[config.mk]
export PLATFORM = sky130hd
export DESIGN_NAME = fetch_prefetch
export DESIGN_NICKNAME = d
export VERILOG_FILES = /design/src/rtl/fetch_prefetch_pkg.sv /design/src/rtl/fetch_prefetch_fifo.sv /design/src/rtl/fetch_prefetch.sv
export SDC_FILE = /design/constraint.sdc
export NUM_CORES = 1
export LEC_CHECK = 0
export ABC_AREA = 1
export BUFFER_PORTS_ARGS = -buffer_cell sky130_fd_sc_hd__buf_2
export CAP_MARGIN = 5
export CORE_ASPECT_RATIO = 0.5
export CORE_MARGIN = 2
export CORE_UTILIZATION = 40
export CTS_BUF_LIST = sky130_fd_sc_hd__clkbuf_2 sky130_fd_sc_hd__clkbuf_4 sky130_fd_sc_hd__clkbuf_8
export DETAILED_ROUTE_END_ITERATION = 7
export PLACE_DENSITY = 0.6
export REMOVE_ABC_BUFFERS = 1
export SETUP_SLACK_MARGIN = 0.4
export SYNTH_ARGS = -nofsm -noshare
export SYNTH_HDL_FRONTEND = slang
export SYNTH_SLANG_ARGS = --single-unit
[constraint.sdc]
create_clock -name clk_i -period 6 [get_ports clk_i]
set_input_delay 1.2 -clock clk_i [delete_from_list [all_inputs] [get_ports clk_i]]
set_output_delay 1.2 -clock clk_i [all_outputs]
set_load 0.02 [all_outputs]
[src/rtl/fetch_prefetch_pkg.sv]
// Shared types for the prefetching instruction-fetch stage.
// Holds the EX redirect bundle, the IF/ID bundle and the fetch-queue entry.
// Also provides the word-alignment helper used on redirect targets.
package fetch_prefetch_pkg;

  localparam int XLEN  = 32;
  localparam int DATAW = 32;
  localparam int ADDRW = XLEN;

  typedef struct packed {
    logic            jump_en;
    logic [XLEN-1:0] jump_addr;
  } ex_if_t;

  typedef struct packed {
    logic [XLEN-1:0]  pc;
    logic [DATAW-1:0] instr;
    logic             valid;
  } if_id_t;

  typedef struct packed {
    logic [XLEN-1:0]  pc;
    logic [DATAW-1:0] instr;
  } fetch_entry_t;

  // Redirect targets may carry junk in the low bits; fetch is word granular.
  function automatic logic [XLEN-1:0] word_align(input logic [XLEN-1:0] addr);
    return {addr[XLEN-1:2], 2'b00};
  endfunction

endpackage

[src/rtl/fetch_prefetch_fifo.sv]
// Purpose: generic registered FIFO (module fetch_fifo) with synchronous flush.
// Latency: push visible at head_o the cycle after the push edge (no bypass).
// Backpressure: push ignored when full unless a pop frees a slot the same cycle; flush beats push and pop.
// Ports: clk_i/rst_i (async active-high), push_i/data_i, pop_i, flush_i,
//        full_o/empty_o/count_o status, head_o oldest entry.
module fetch_fifo #(
  parameter type T     = logic,
  parameter int  DEPTH = 4
) (
  input  logic                       clk_i,
  input  logic                       rst_i,
  input  logic                       push_i,
  input  T                           data_i,
  input  logic                       pop_i,
  input  logic                       flush_i,
  output logic                       full_o,
  output logic                       empty_o,
  output logic [$clog2(DEPTH+1)-1:0] count_o,
  output T                           head_o
);

  localparam int PW = $clog2(DEPTH);
  localparam int CW = $clog2(DEPTH + 1);

  T               mem_q [DEPTH];
  logic [PW-1:0]  wr_ptr_q, wr_ptr_d;
  logic [PW-1:0]  rd_ptr_q, rd_ptr_d;
  logic [CW-1:0]  count_q, count_d;
  logic           do_push, do_pop;

  assign empty_o = (count_q == '0);
  assign full_o  = (count_q == CW'(DEPTH));
  assign count_o = count_q;
  assign head_o  = mem_q[rd_ptr_q];

  assign do_pop  = pop_i && !empty_o && !flush_i;
  assign do_push = push_i && (!full_o || do_pop) && !flush_i;

  // DEPTH is a power of two, so the pointers wrap by natural overflow.
  always_comb begin
    wr_ptr_d = wr_ptr_q;
    rd_ptr_d = rd_ptr_q;
    count_d  = count_q;
    if (flush_i) begin
      wr_ptr_d = '0;
      rd_ptr_d = '0;
      count_d  = '0;
    end else begin
      if (do_push) wr_ptr_d = wr_ptr_q + PW'(1);
      if (do_pop)  rd_ptr_d = rd_ptr_q + PW'(1);
      if (do_push && !do_pop)      count_d = count_q + CW'(1);
      else if (do_pop && !do_push) count_d = count_q - CW'(1);
    end
  end

  always_ff @(posedge clk_i or posedge rst_i) begin
    if (rst_i) begin
      wr_ptr_q <= '0;
      rd_ptr_q <= '0;
      count_q  <= '0;
    end else begin
      wr_ptr_q <= wr_ptr_d;
      rd_ptr_q <= rd_ptr_d;
      count_q  <= count_d;
    end
  end

  // Storage needs no reset: nothing is read past the pointers.
  always_ff @(posedge clk_i) begin
    if (do_push) mem_q[wr_ptr_q] <= data_i;
  end

endmodule

[src/rtl/fetch_prefetch.sv]
// Purpose: pipelined instruction fetch, up to MAX_OUTSTANDING in-order I$ requests feeding a FETCH_DEPTH queue.
// Latency: I$ response to if_id_o.valid is 1 cycle (registered queue).
// Backpressure: stall_i holds the queue head; issue is credit-limited so every response has a free slot.
// Ports: clk_i/rst_i (async active-high); imem_addr_o/imem_valid_o/imem_ready_i request side;
//        imem_resp_i/imem_rdata_i response side; stall_i from decode; ex_if_i redirect; if_id_o to decode.
module fetch_prefetch
  import fetch_prefetch_pkg::*;
#(
  parameter logic [XLEN-1:0] PC_RESET_ADDR   = 32'h8000_0000,
  parameter int              FETCH_DEPTH     = 4,
  parameter int              MAX_OUTSTANDING = 2
) (
  input  logic             clk_i,
  input  logic             rst_i,
  output logic [ADDRW-1:0] imem_addr_o,
  output logic             imem_valid_o,
  input  logic             imem_ready_i,
  input  logic             imem_resp_i,
  input  logic [DATAW-1:0] imem_rdata_i,
  input  logic             stall_i,
  input  ex_if_t           ex_if_i,
  output if_id_t           if_id_o
);

  localparam int OW = $clog2(MAX_OUTSTANDING + 1);
  localparam int CW = $clog2(FETCH_DEPTH + 1);
  localparam int SW = ((CW > OW) ? CW : OW) + 1;

  logic [XLEN-1:0] fetch_pc_q, fetch_pc_d;
  logic [XLEN-1:0] resp_pc_q,  resp_pc_d;
  logic [OW-1:0]   outst_q,    outst_d;
  logic [OW-1:0]   discard_q,  discard_d;

  logic            jump;
  logic            issue;
  logic            push;
  logic            pop;
  logic            q_full, q_empty;
  logic [CW-1:0]   q_count;
  logic [SW-1:0]   credit_sum;
  fetch_entry_t    q_in, q_head;

  assign jump = ex_if_i.jump_en;

  // Queued entries plus words still in flight must fit the queue; that is the credit.
  assign credit_sum = SW'(q_count) + SW'(outst_q);

  // rst_i gating keeps the request quiet while reset holds the counters at zero.
  // q_full is implied by the credit check and only guards against a misparameterised queue.
  assign imem_valid_o = !rst_i && !jump && !q_full
                        && (outst_q < OW'(MAX_OUTSTANDING))
                        && (credit_sum < SW'(FETCH_DEPTH));
  assign imem_addr_o  = fetch_pc_q;
  assign issue        = imem_valid_o && imem_ready_i;

  // A response in a redirect cycle is wrong-path and joins the dropped words.
  assign push = imem_resp_i && !jump && (discard_q == '0);
  assign pop  = if_id_o.valid && !stall_i;

  assign q_in.pc    = resp_pc_q;
  assign q_in.instr = imem_rdata_i;

  always_comb begin
    fetch_pc_d = fetch_pc_q;
    resp_pc_d  = resp_pc_q;
    outst_d    = outst_q + OW'(issue) - OW'(imem_resp_i);
    discard_d  = discard_q;
    if (jump) begin
      fetch_pc_d = word_align(ex_if_i.jump_addr);
      resp_pc_d  = word_align(ex_if_i.jump_addr);
      // Everything still outstanding after this cycle belongs to the old path.
      discard_d  = outst_q - OW'(imem_resp_i);
    end else begin
      if (issue) fetch_pc_d = fetch_pc_q + XLEN'(4);
      if (push) begin
        resp_pc_d = resp_pc_q + XLEN'(4);
      end else if (imem_resp_i) begin
        discard_d = discard_q - OW'(1);
      end
    end
  end

  always_ff @(posedge clk_i or posedge rst_i) begin
    if (rst_i) begin
      fetch_pc_q <= PC_RESET_ADDR;
      resp_pc_q  <= PC_RESET_ADDR;
      outst_q    <= '0;
      discard_q  <= '0;
    end else begin
      fetch_pc_q <= fetch_pc_d;
      resp_pc_q  <= resp_pc_d;
      outst_q    <= outst_d;
      discard_q  <= discard_d;
    end
  end

  fetch_fifo #(
    .T     (fetch_entry_t),
    .DEPTH (FETCH_DEPTH)
  ) u_queue (
    .clk_i   (clk_i),
    .rst_i   (rst_i),
    .push_i  (push),
    .data_i  (q_in),
    .pop_i   (pop),
    .flush_i (jump),
    .full_o  (q_full),
    .empty_o (q_empty),
    .count_o (q_count),
    .head_o  (q_head)
  );

  always_comb begin
    if_id_o.pc    = q_head.pc;
    if_id_o.instr = q_head.instr;
    if_id_o.valid = !q_empty && !jump;
  end

endmodule

# Yosys cells after proc, flatten, opt, wreduce, memory -nomap -nowiden
# Memory sizes are Yosys's and may differ from the RTL's.
# Cells that the tools add are included.
[classes]
addsub = 11
magnitude_cmp = 2
n_eq_ne = 2
n_mux = 16
n_reduce_logical = 32
[op_table]
columns = ["op", "n"]
rows = [
  ["two-way mux 32 bit", 4],
  ["adder 32 x 3 -> 32 bit (second input constant)", 2],
  ["logical AND 1 bit", 15],
  ["two-way mux 2 bit", 7],
  ["nonzero test 2 bit", 5],
  ["two-way mux 3 bit", 3],
  ["zero test 1 bit", 7],
  ["adder 2 x 1 -> 2 bit (second input constant)", 2],
  ["adder 3 x 2 -> 4 bit", 1],
  ["< comparator 4 x 3 -> 1 bit (second input constant)", 1],
  ["subtractor 2 x 1 -> 2 bit", 2],
  ["adder 3 x 1 -> 3 bit (second input constant)", 1],
  ["== test 3 bit (second input constant)", 1],
  ["zero test 3 bit", 1],
  ["nonzero test 3 bit", 1],
  ["subtractor 3 x 1 -> 3 bit (second input constant)", 1],
  ["adder 2 x 1 -> 2 bit", 1],
  ["zero test 2 bit", 1],
  ["< comparator 2 bit (second input constant)", 1],
  ["two-way mux 1 bit", 2],
  ["!= test 2 bit (second input constant)", 1],
  ["AND reduction 2 bit", 1],
  ["subtractor 2 x 1 -> 2 bit (second input constant)", 1],
  ["logical OR 1 bit", 1],
]
[word_totals]
reg_bits = 75
ramBits = 256
in_bits = 70
output_inout_bits = 98
word_cells = 71
n_memories = 1
[memory_table]
columns = ["name", "words", "word_bits", "read_ports", "rd_ports_with_merged_regs", "write_ports", "line_no", "rtl"]
rows = [
  ["u_queue.mem_q", 4, 64, 1, 0, 1, "fetch_prefetch_fifo.sv:25", "T mem_q [DEPTH];"],
]

# Longest topological paths before layout
# Gate-level depths: netlist of the first run.
[logic_depth]
word_depth = 14
mapped_depth = 13
depth_no_buf = 13

# Modules after synthesis
# From an unflattened synthesis of the first run, not the netlist that was laid out.
[unflattened]
hier_cells = 1379
area_unflattened_um2 = 14582.7
[modules_own_cells]
columns = ["mod", "instances", "cells_per_inst", "area_per_inst_um2", "seq_area_each_um2"]
rows = [
  ["fetch_fifo", 1, 691, 10043.4, 7862.5],
  ["fetch_prefetch", 1, 688, 4539.4, 1604.0],
]

# Worst setup path before layout of the first run
# No wires, ideal clock.
[synth_timing]
kind = "input to register"
start = "input ex_if_i[32] in the netlist's numbering"
end = "memory u_queue.mem_q[0][0] in the netlist's numbering, enable pin"
setup_time_ps = 482
arrival_time_ps = 4468
required_time_ps = 5518
slack_ps = 1050
stages = 7
path_buffers = 2
path_cell_list = "buf_6 -> inv_4 -> nand3_2 -> inv_2 -> buf_4 -> nand2_1 -> nor2_1"
[synth_between]
elab_chain_len = 10
[synth_lines]
columns = ["item", "line_no", "rtl"]
rows = [
  ["start: declaration", "fetch_prefetch.sv:21", "input ex_if_t ex_if_i,"],
  ["zero test 1 bit *", "--", ""],
  ["logical AND 1 bit", "fetch_prefetch.sv:116", "if_id_o.valid = !q_empty && !jump;"],
  ["logical AND 1 bit", "fetch_prefetch.sv:58", "assign pop = if_id_o.valid && !stall_i;"],
  ["logical AND 1 bit (2 in series)", "fetch_prefetch_fifo.sv:36", "assign do_pop = pop_i && !empty_o && !flush_i;"],
  ["logical OR 1 bit", "fetch_prefetch_fifo.sv:37", "assign do_push = push_i && (!full_o || do_pop) && !flush_i;"],
  ["logical AND 1 bit", "fetch_prefetch_fifo.sv:37", ""],
  ["logical AND 1 bit *", "fetch_prefetch_fifo.sv:37", ""],
  ["two-way mux 1 bit *", "fetch_prefetch_fifo.sv:70", "if (do_push) mem_q[wr_ptr_q] <= data_i;"],
  ["two-way mux 1 bit (not written as such) *", "fetch_prefetch_fifo.sv:70", ""],
  ["end: declaration", "fetch_prefetch_fifo.sv:25", ""],
]
# Every way passes the cells marked *; elsewhere a longest branch is shown, timed or not.

==> impl_metrics.env, run 1 <==
export IMPL_outcome="finished clean"
export IMPL_fin_ws_ps=1575
export IMPL_dieArea_sq_um=37440
export IMPL_power_leakage_nw=6.393
export IMPL_viasPerCell=5.131
export IMPL_synthFlopType="edfxtp_1"
export IMPL_start_kind="register"
export IMPL_cts_sinks=319
export IMPL_drive_gt1_share_pct=19.10
export IMPL_critical_path_arrival_ps=3220
export IMPL_timing_slew_headroom_pct=35.50
export IMPL_fill_cells=3195
export IMPL_grt_max_degree=83
export IMPL_synth_edff_count=248
export IMPL_worstHoldPathCells=1
export IMPL_io_pins=168
export IMPL_ant_nets=0
export IMPL_grt_use_total_pct=19.45
export IMPL_rsz0062_at_grt="no"
export IMPL_crit_required_ps=4800
export IMPL_met2_usage_pct=33.84
export IMPL_diodes=0
export IMPL_clkTransAtPathRegs_ps=70
export IMPL_end_kind="output port"
export IMPL_place_ws_ps=1500
export IMPL_grt_first_pass_wirelength_um=56010
export IMPL_dp_hpwl_um=23550
export IMPL_fin_crit_sh_pct=73.75
export IMPL_crit_chain="clkinv_2, buf_4, o21ai_0, o22ai_1, buf_2"
export IMPL_maxCapViolCount=0
export IMPL_vias=10610
export IMPL_gp_congestion=0.8250
export IMPL_r2r_end="u_queue.mem_q[3][52]"
export IMPL_synth_area_sq_um=14330
export IMPL_min_delay_start="outst_q[0]"
export IMPL_regToRegSetupSlack_ps=2890
export IMPL_cts_hold_buf=0
export IMPL_postCtsSetupRepairBufs=0
export IMPL_core_sq_um=34890
export IMPL_async_flop_share_pct=22.26
export IMPL_fmax_mhz=226.0
export IMPL_die_w_um=271.7
export IMPL_slowest_delay_ps=760
export IMPL_tightest_slew_ps=967.4
export IMPL_cts_resized=0
export IMPL_skew_ps=28.85
export IMPL_cts_htree_levels=2
export IMPL_first_iter_violations=819
export IMPL_cts_tree="done"
export IMPL_grt_overflow_total=0
export IMPL_peakVddDrop_mv=0.2342
export IMPL_setup_viol=0
export IMPL_die_h_um=137.8
export IMPL_cpMaxStageDelayCell="buf_4"
export IMPL_busiest_layer="met2"
export IMPL_reg2reg_from="discard_q[0]"
export IMPL_cts_root_buf="clkbuf_8"
export IMPL_drc=0
export IMPL_synth_cells=1399
export IMPL_rr_worst_depth=7
export IMPL_yosysSeqAreaShare_pct=64.40
export IMPL_use_met1_pct=25.06
export IMPL_fin_nets=1643
export IMPL_drv_slew=0
export IMPL_use_met3_pct=3.782
export IMPL_cts_buffer_depth=3
export IMPL_hold_viol_final=0
export IMPL_wl_per_cell_um=17.84
export IMPL_yosysWarnings=0
export IMPL_path_class="reg2out"
export IMPL_grt_pass1_vias=10340
export IMPL_synthesis_area_per_instance_sq_um=10.24
export IMPL_grt_antenna_before_repair=1
export IMPL_yosys_register_bits=319
export IMPL_numCtsBuffers=48
export IMPL_port_buffers=161
export IMPL_final_setup_tns_ps=0
export IMPL_start_util_pct=41.06
export IMPL_holdCritPathClass="reg2reg"
export IMPL_row_count=48
export IMPL_pwr_density_cell_nw_per_um2=382.9
export IMPL_firstDrtPassIters=5
export IMPL_area_delta_synth_final_pct=15.48
export IMPL_layout_min_cycle_time_ps=4425
export IMPL_yosysUniqueCellTypes=37
export IMPL_clk_latency_ps=600
export IMPL_holdPathEnd="outst_q[0]"
export IMPL_drt_wl_total_um=36880
export IMPL_worstPathMaxFanout=82
==> critical path, delay by kind of cell (launching register included) <==
family          cells  cell delay, ps
buf+inv             3            1480
flops               1             680
compound gates      2             430
==> where the power goes <==
part | internal [mW] | switching [mW]
clock network | 0.993 | 0.836
registers | 2.59 | 0.229
logic | 0.515 | 1.18
total | 4.09 | 2.24
==> per-stage QoR <==
stage	util, %	instances	area (sq um)	total power [mW]	hold WS, ps
floorplan	-	1341	14020	3.890	478.4
global placement	44.64	1986	15570	4.516	490.7
detailed placement	44.64	1986	15570	4.568	505.8
CTS	47.42	2067	16550	6.412	520.4
global route	47.42	2067	16550	6.678	541.4
finish	47.42	2067	16550	6.336	520.4
==> registers in the layout, indices dropped and copies added (netlist names) <==
register,count
u_queue.rd_ptr_q,2
discard_q,2
u_queue.mem_q,248
outst_q,2
u_queue.wr_ptr_q,2
resp_pc_q,30
imem_addr_o,30
u_queue.count_o,3
==> cell families (layout without fill, tap and decap cells) <==
kind of cell               count (synthesis)  after routing  synth area share (%)
other                                      1              4               0.02617
and+or+nand+nor                          664            664                 19.56
adders and majority gates                 12             12                 1.100
buffers and inverters                    150            340                 4.655
AOI/OAI and AO/OA                        231            231                 8.916
xor gates and xnor gates                  22             22                 1.345
DFF                                      319            319                 64.40
==> cell usage in the layout (no fill, tap or decap), types with 6 or more instances in the layout <==
cell type / count
nor2_2: 18
dfrtp_1: 67
edfxtp_1: 248
nand2_2: 8
nand3_1: 91
o21ai_0: 146
clkbuf_4: 17
ha_1: 11
clkbuf_8: 52
o211ai_1: 11
xor2_1: 16
inv_1: 82
nand2_1: 307
xnor2_1: 6
nand3_2: 6
nand4_1: 8
buf_2: 161
o22ai_1: 62
nor2_1: 210
nor2_4: 11
==> synthesized netlist by cell type (7+ instances only) <==
cell | count | area [sq um]
o21ai_0 | 146 | 730.7
nand2_2 | 8 | 50.05
ha_1 | 11 | 137.6
xor2_1 | 16 | 140.1
nor2_2 | 18 | 112.6
o211ai_1 | 11 | 82.58
dfrtp_1 | 69 | 1727
nand4_1 | 8 | 50.05
o22ai_1 | 62 | 387.9
nor2_4 | 7 | 78.83
inv_1 | 83 | 311.6
buf_2 | 13 | 65.06
nor2_1 | 214 | 803.3
nand3_1 | 91 | 455.4
edfxtp_1 | 248 | 7447
buf_4 | 9 | 67.56
nand2_1 | 307 | 1152
clkbuf_1 | 35 | 131.4
==> per-layer routing <==
layer | wire (um) | part of all wire [%]
met3 | 1958 | 5.3
met5 | 10 | 0.027
met4 | 643 | 1.7
met1 | 16130 | 44
met2 | 18130 | 49
==> final cells by class <==
type,instances,area [sq um],area share [%]
sequential,319,9231,55.79
multi-input combinational,933,4476,27.05
timing repair buffer,170,923.4,5.581
clock buffer,69,843.3,5.097
tap,475,594.3,3.592
inverter,89,350.3,2.117
clock inverter,12,127.6,0.7713
==> how the worst max path moves through the flow <==
stage / startpoint / to / slack [ps] / cells past startpoint
2_1_floorplan: ex_if_i[32] / u_queue.mem_q[0][0] / 920 / 5
3_3_place_gp: ex_if_i[32] / u_queue.mem_q[3][35] / 1530 / 7
3_5_place_dp: ex_if_i[32] / u_queue.mem_q[3][39] / 1500 / 7
4_1_cts: u_queue.rd_ptr_q[0] / if_id_o[48] / 1530 / 5
5_1_grt: u_queue.rd_ptr_q[0] / if_id_o[56] / 1320 / 5
6_report: u_queue.rd_ptr_q[0] / if_id_o[56] / 1580 / 5
Note: power is estimated with default switching activity, not from simulation.
==> run 2, diff against run 1 <==
Settings changed: ABC_AREA 1 to 0, PLACE_DENSITY 0.6 to 0.63.
Clock period 6 ns to 3.6 ns, I/O delays scaled along.
==> run 2 against run 1 <==
- first-iteration DRC count is 22% lower
- critical path depth is 2 lower
- highest routed layer is now met4
- power is 44% higher
- critical endpoint is now if_id_o[12]
- combinational power hardly changed
- cell count is 29% lower
==> impl_metrics.env, run 2 <==
export IMPL_crit_chain="buf_12, mux4_2, buf_2"
export IMPL_stdcell_area_sq_um=15510
export IMPL_tightest_slew_ps=896.1
export IMPL_core_sq_um=32000
export IMPL_synth_most_common_cell="edfxtp_1"
export IMPL_crit_required_ps=2880
export IMPL_vias=7761
export IMPL_dp_hpwl_um=18650
export IMPL_path_class="reg2out"
export IMPL_fin_crit_sh_pct=81.97
export IMPL_ant_nets=0
export IMPL_cts_resized=0
export IMPL_clkTransAtPathRegs_ps=60
export IMPL_dpl_cell_count=1369
export IMPL_synth_top_cell_area_share_pct=56.79
export IMPL_cts_htree_levels=2
export IMPL_grt_antenna_before_repair=2
export IMPL_regToRegSetupSlack_ps=1010
export IMPL_synth_cells=792
export IMPL_yosysWarnings=0
export IMPL_pwr_density_cell_nw_per_um2=586.4
export IMPL_fin_nets=1069
export IMPL_worstPathMaxFanout=65
export IMPL_synthFlopType="edfxtp_1"
export IMPL_use_met3_pct=3.672
export IMPL_power_leakage_nw=5.481
export IMPL_dieArea_sq_um=34340
export IMPL_busiest_layer="met2"
export IMPL_synthesis_area_per_instance_sq_um=16.56
export IMPL_numCtsBuffers=47
export IMPL_slowest_delay_ps=590
export IMPL_synth_top_family_by_area="multiplexers"
export IMPL_cts_hold_buf=0
export IMPL_drive_gt1_share_pct=34.21
export IMPL_firstDrtPassIters=6
export IMPL_viasPerCell=5.316
export IMPL_final_cell_mix="edfxtp_1 (248), buf_2 (161), dfrtp_1 (67), mux4_2 (62), clkbuf_8 (57)"
export IMPL_final_common_cell="edfxtp_1"
export IMPL_grt_max_degree=66
export IMPL_synth_fa_ha_area_share_pct=1.202
export IMPL_synth_area_leaders="edfxtp_1 (57%), dfrtp_1 (13%), mux4_2 (11%), xnor2_1 (1.7%), nand2_1 (1.5%)"
export IMPL_grt_first_pass_wirelength_um=46350
export IMPL_drv_slew=0
export IMPL_yosys_area_share_xor_xnor_pct=2.404
export IMPL_port_buffers=161
export IMPL_holdCritPathClass="in2async"
export IMPL_top_register="u_queue.mem_q"
export IMPL_synth_area_sq_um=13110
export IMPL_area_delta_synth_final_pct=18.31
export IMPL_gp_congestion=0.8031
export IMPL_first_iter_violations=635
export IMPL_wl_per_cell_um=20.46
export IMPL_synth_largest_area_cell="edfxtp_1"
export IMPL_skew_ps=18.61
export IMPL_clk_latency_ps=570
export IMPL_yosys_register_bits=319
export IMPL_postCtsSetupRepairBufs=0
export IMPL_async_flop_share_pct=22.26
export IMPL_grt_overflow_total=0
export IMPL_rsz0062_at_grt="no"
export IMPL_placed_area_sq_um=14510
export IMPL_synthSimpleGateAreaFrac_pct=7.976
export IMPL_fin_ws_ps=649.0
export IMPL_critical_path_arrival_ps=2230
export IMPL_end_kind="output port"
export IMPL_synth_compound_area_share_pct=4.465
export IMPL_row_count=46
export IMPL_fmax_mhz=338.9
export IMPL_grt_use_total_pct=17.50
export IMPL_drc=0
export IMPL_yosysSeqAreaShare_pct=70.36
export IMPL_hold_viol_final=0
export IMPL_io_pins=168
export IMPL_power_mw=9.099
export IMPL_synth_edff_count=248
export IMPL_cpMaxStageDelayCell="mux4_2"
export IMPL_use_met1_pct=22.03
export IMPL_setup_viol=0
export IMPL_met2_usage_pct=29.93
export IMPL_cts_sinks=319
export IMPL_cts_tree="done"
export IMPL_fin_cells=1460
export IMPL_layout_min_cycle_time_ps=2951
export IMPL_outcome="finished clean"
export IMPL_yosysUniqueCellTypes=58
export IMPL_peakVddDrop_mv=0.3884
export IMPL_die_w_um=260.1
export IMPL_synth_mux_area_share_pct=11.56
export IMPL_fill_cells=2761
export IMPL_drt_wl_total_um=29870
export IMPL_cts_buffer_depth=3
export IMPL_start_kind="register"
export IMPL_die_h_um=132.0
export IMPL_ys_top_cells_by_count="edfxtp_1 (248), dfrtp_1 (69), mux4_2 (62)"
export IMPL_grt_pass1_vias=8204
export IMPL_largest_reg_flops=248
export IMPL_start_util_pct=40.98
export IMPL_timing_slew_headroom_pct=40.26
export IMPL_place_ws_ps=795.2
export IMPL_cts_root_buf="clkbuf_8"
export IMPL_maxCapViolCount=0
## run 2: per-layer routing
layer	part of all wire [%]	vias to the layer above
li1	-	3512
met1	41	3973
met2	51	216
met3	5.4	60
met4	2.8	0
met5	0	-
## run 2: path summary, 6_finish.rpt
path,startpoint,end,cells past startpoint
hold reg to reg,outst_q[0],outst_q[0],1
hold / removal,rst_i,outst_q[1],2
min in group clk_i,imem_rdata_i[22],u_queue.mem_q[1][22],1
max in group asynchronous,rst_i,resp_pc_q[31],3
setup reg to reg,discard_q[0],u_queue.count_o[2],11
setup / recovery,u_queue.rd_ptr_q[0],if_id_o[12],3
## run 2: layout make-up
| cell class | count | area [sq um] | share of cell area [%] |
|---|---|---|---|
| Antenna cell | 2 | 5.005 | 0.03226 |
| Tap cell | 432 | 540.5 | 3.484 |
| Sequential cell | 319 | 9231 | 59.50 |
| Clock inverter | 9 | 46.29 | 0.2984 |
| Clock buffer | 79 | 949.7 | 6.121 |
| Timing Repair Buffer | 181 | 1018 | 6.565 |
| Multi-Input combinational cell | 416 | 3641 | 23.47 |
| Inverter | 22 | 82.58 | 0.5323 |
## run 2: cell families (layout without fill, tap and decap cells)
| logic type | count (synthesis) | count (layout) |
|---|---|---|
| buffers and inverters | 60 | 291 |
| XOR/XNOR | 36 | 36 |
| multiplexers | 73 | 73 |
| adder cells (fa/ha/maj) | 12 | 12 |
| flip-flops | 319 | 319 |
| AND/OR/NAND/NOR | 200 | 200 |
| other | 1 | 6 |
| AO/OA/AOI/OAI | 91 | 91 |
## run 2: critical path, delay by kind of cell, from the launching register on
kind | cells | cell delay, ps
buf+inv | 2 | 610
mux | 1 | 590
flops | 1 | 410
## run 2: power breakdown
| group | leakage [nW] | total, mW | internal, mW | switching (mW) |
|---|---|---|---|---|
| Sequential | 3.10 | 4.39 | 4.21 | 0.187 |
| Combinational | 1.85 | 1.68 | 0.713 | 0.966 |
| Clock | 0.534 | 3.03 | 1.66 | 1.36 |
## run 2: metrics by stage
step / setup TNS (ps) / utilization [%] / hold slack, ps
floorplan: -23170 / - / 496.4
global placement: 0 / 45.33 / 524.5
detailed placement: 0 / 45.33 / 530.5
CTS: 0 / 48.44 / 316.7
global route: 0 / 48.48 / 319.6
finish: 0 / 48.48 / 326.0
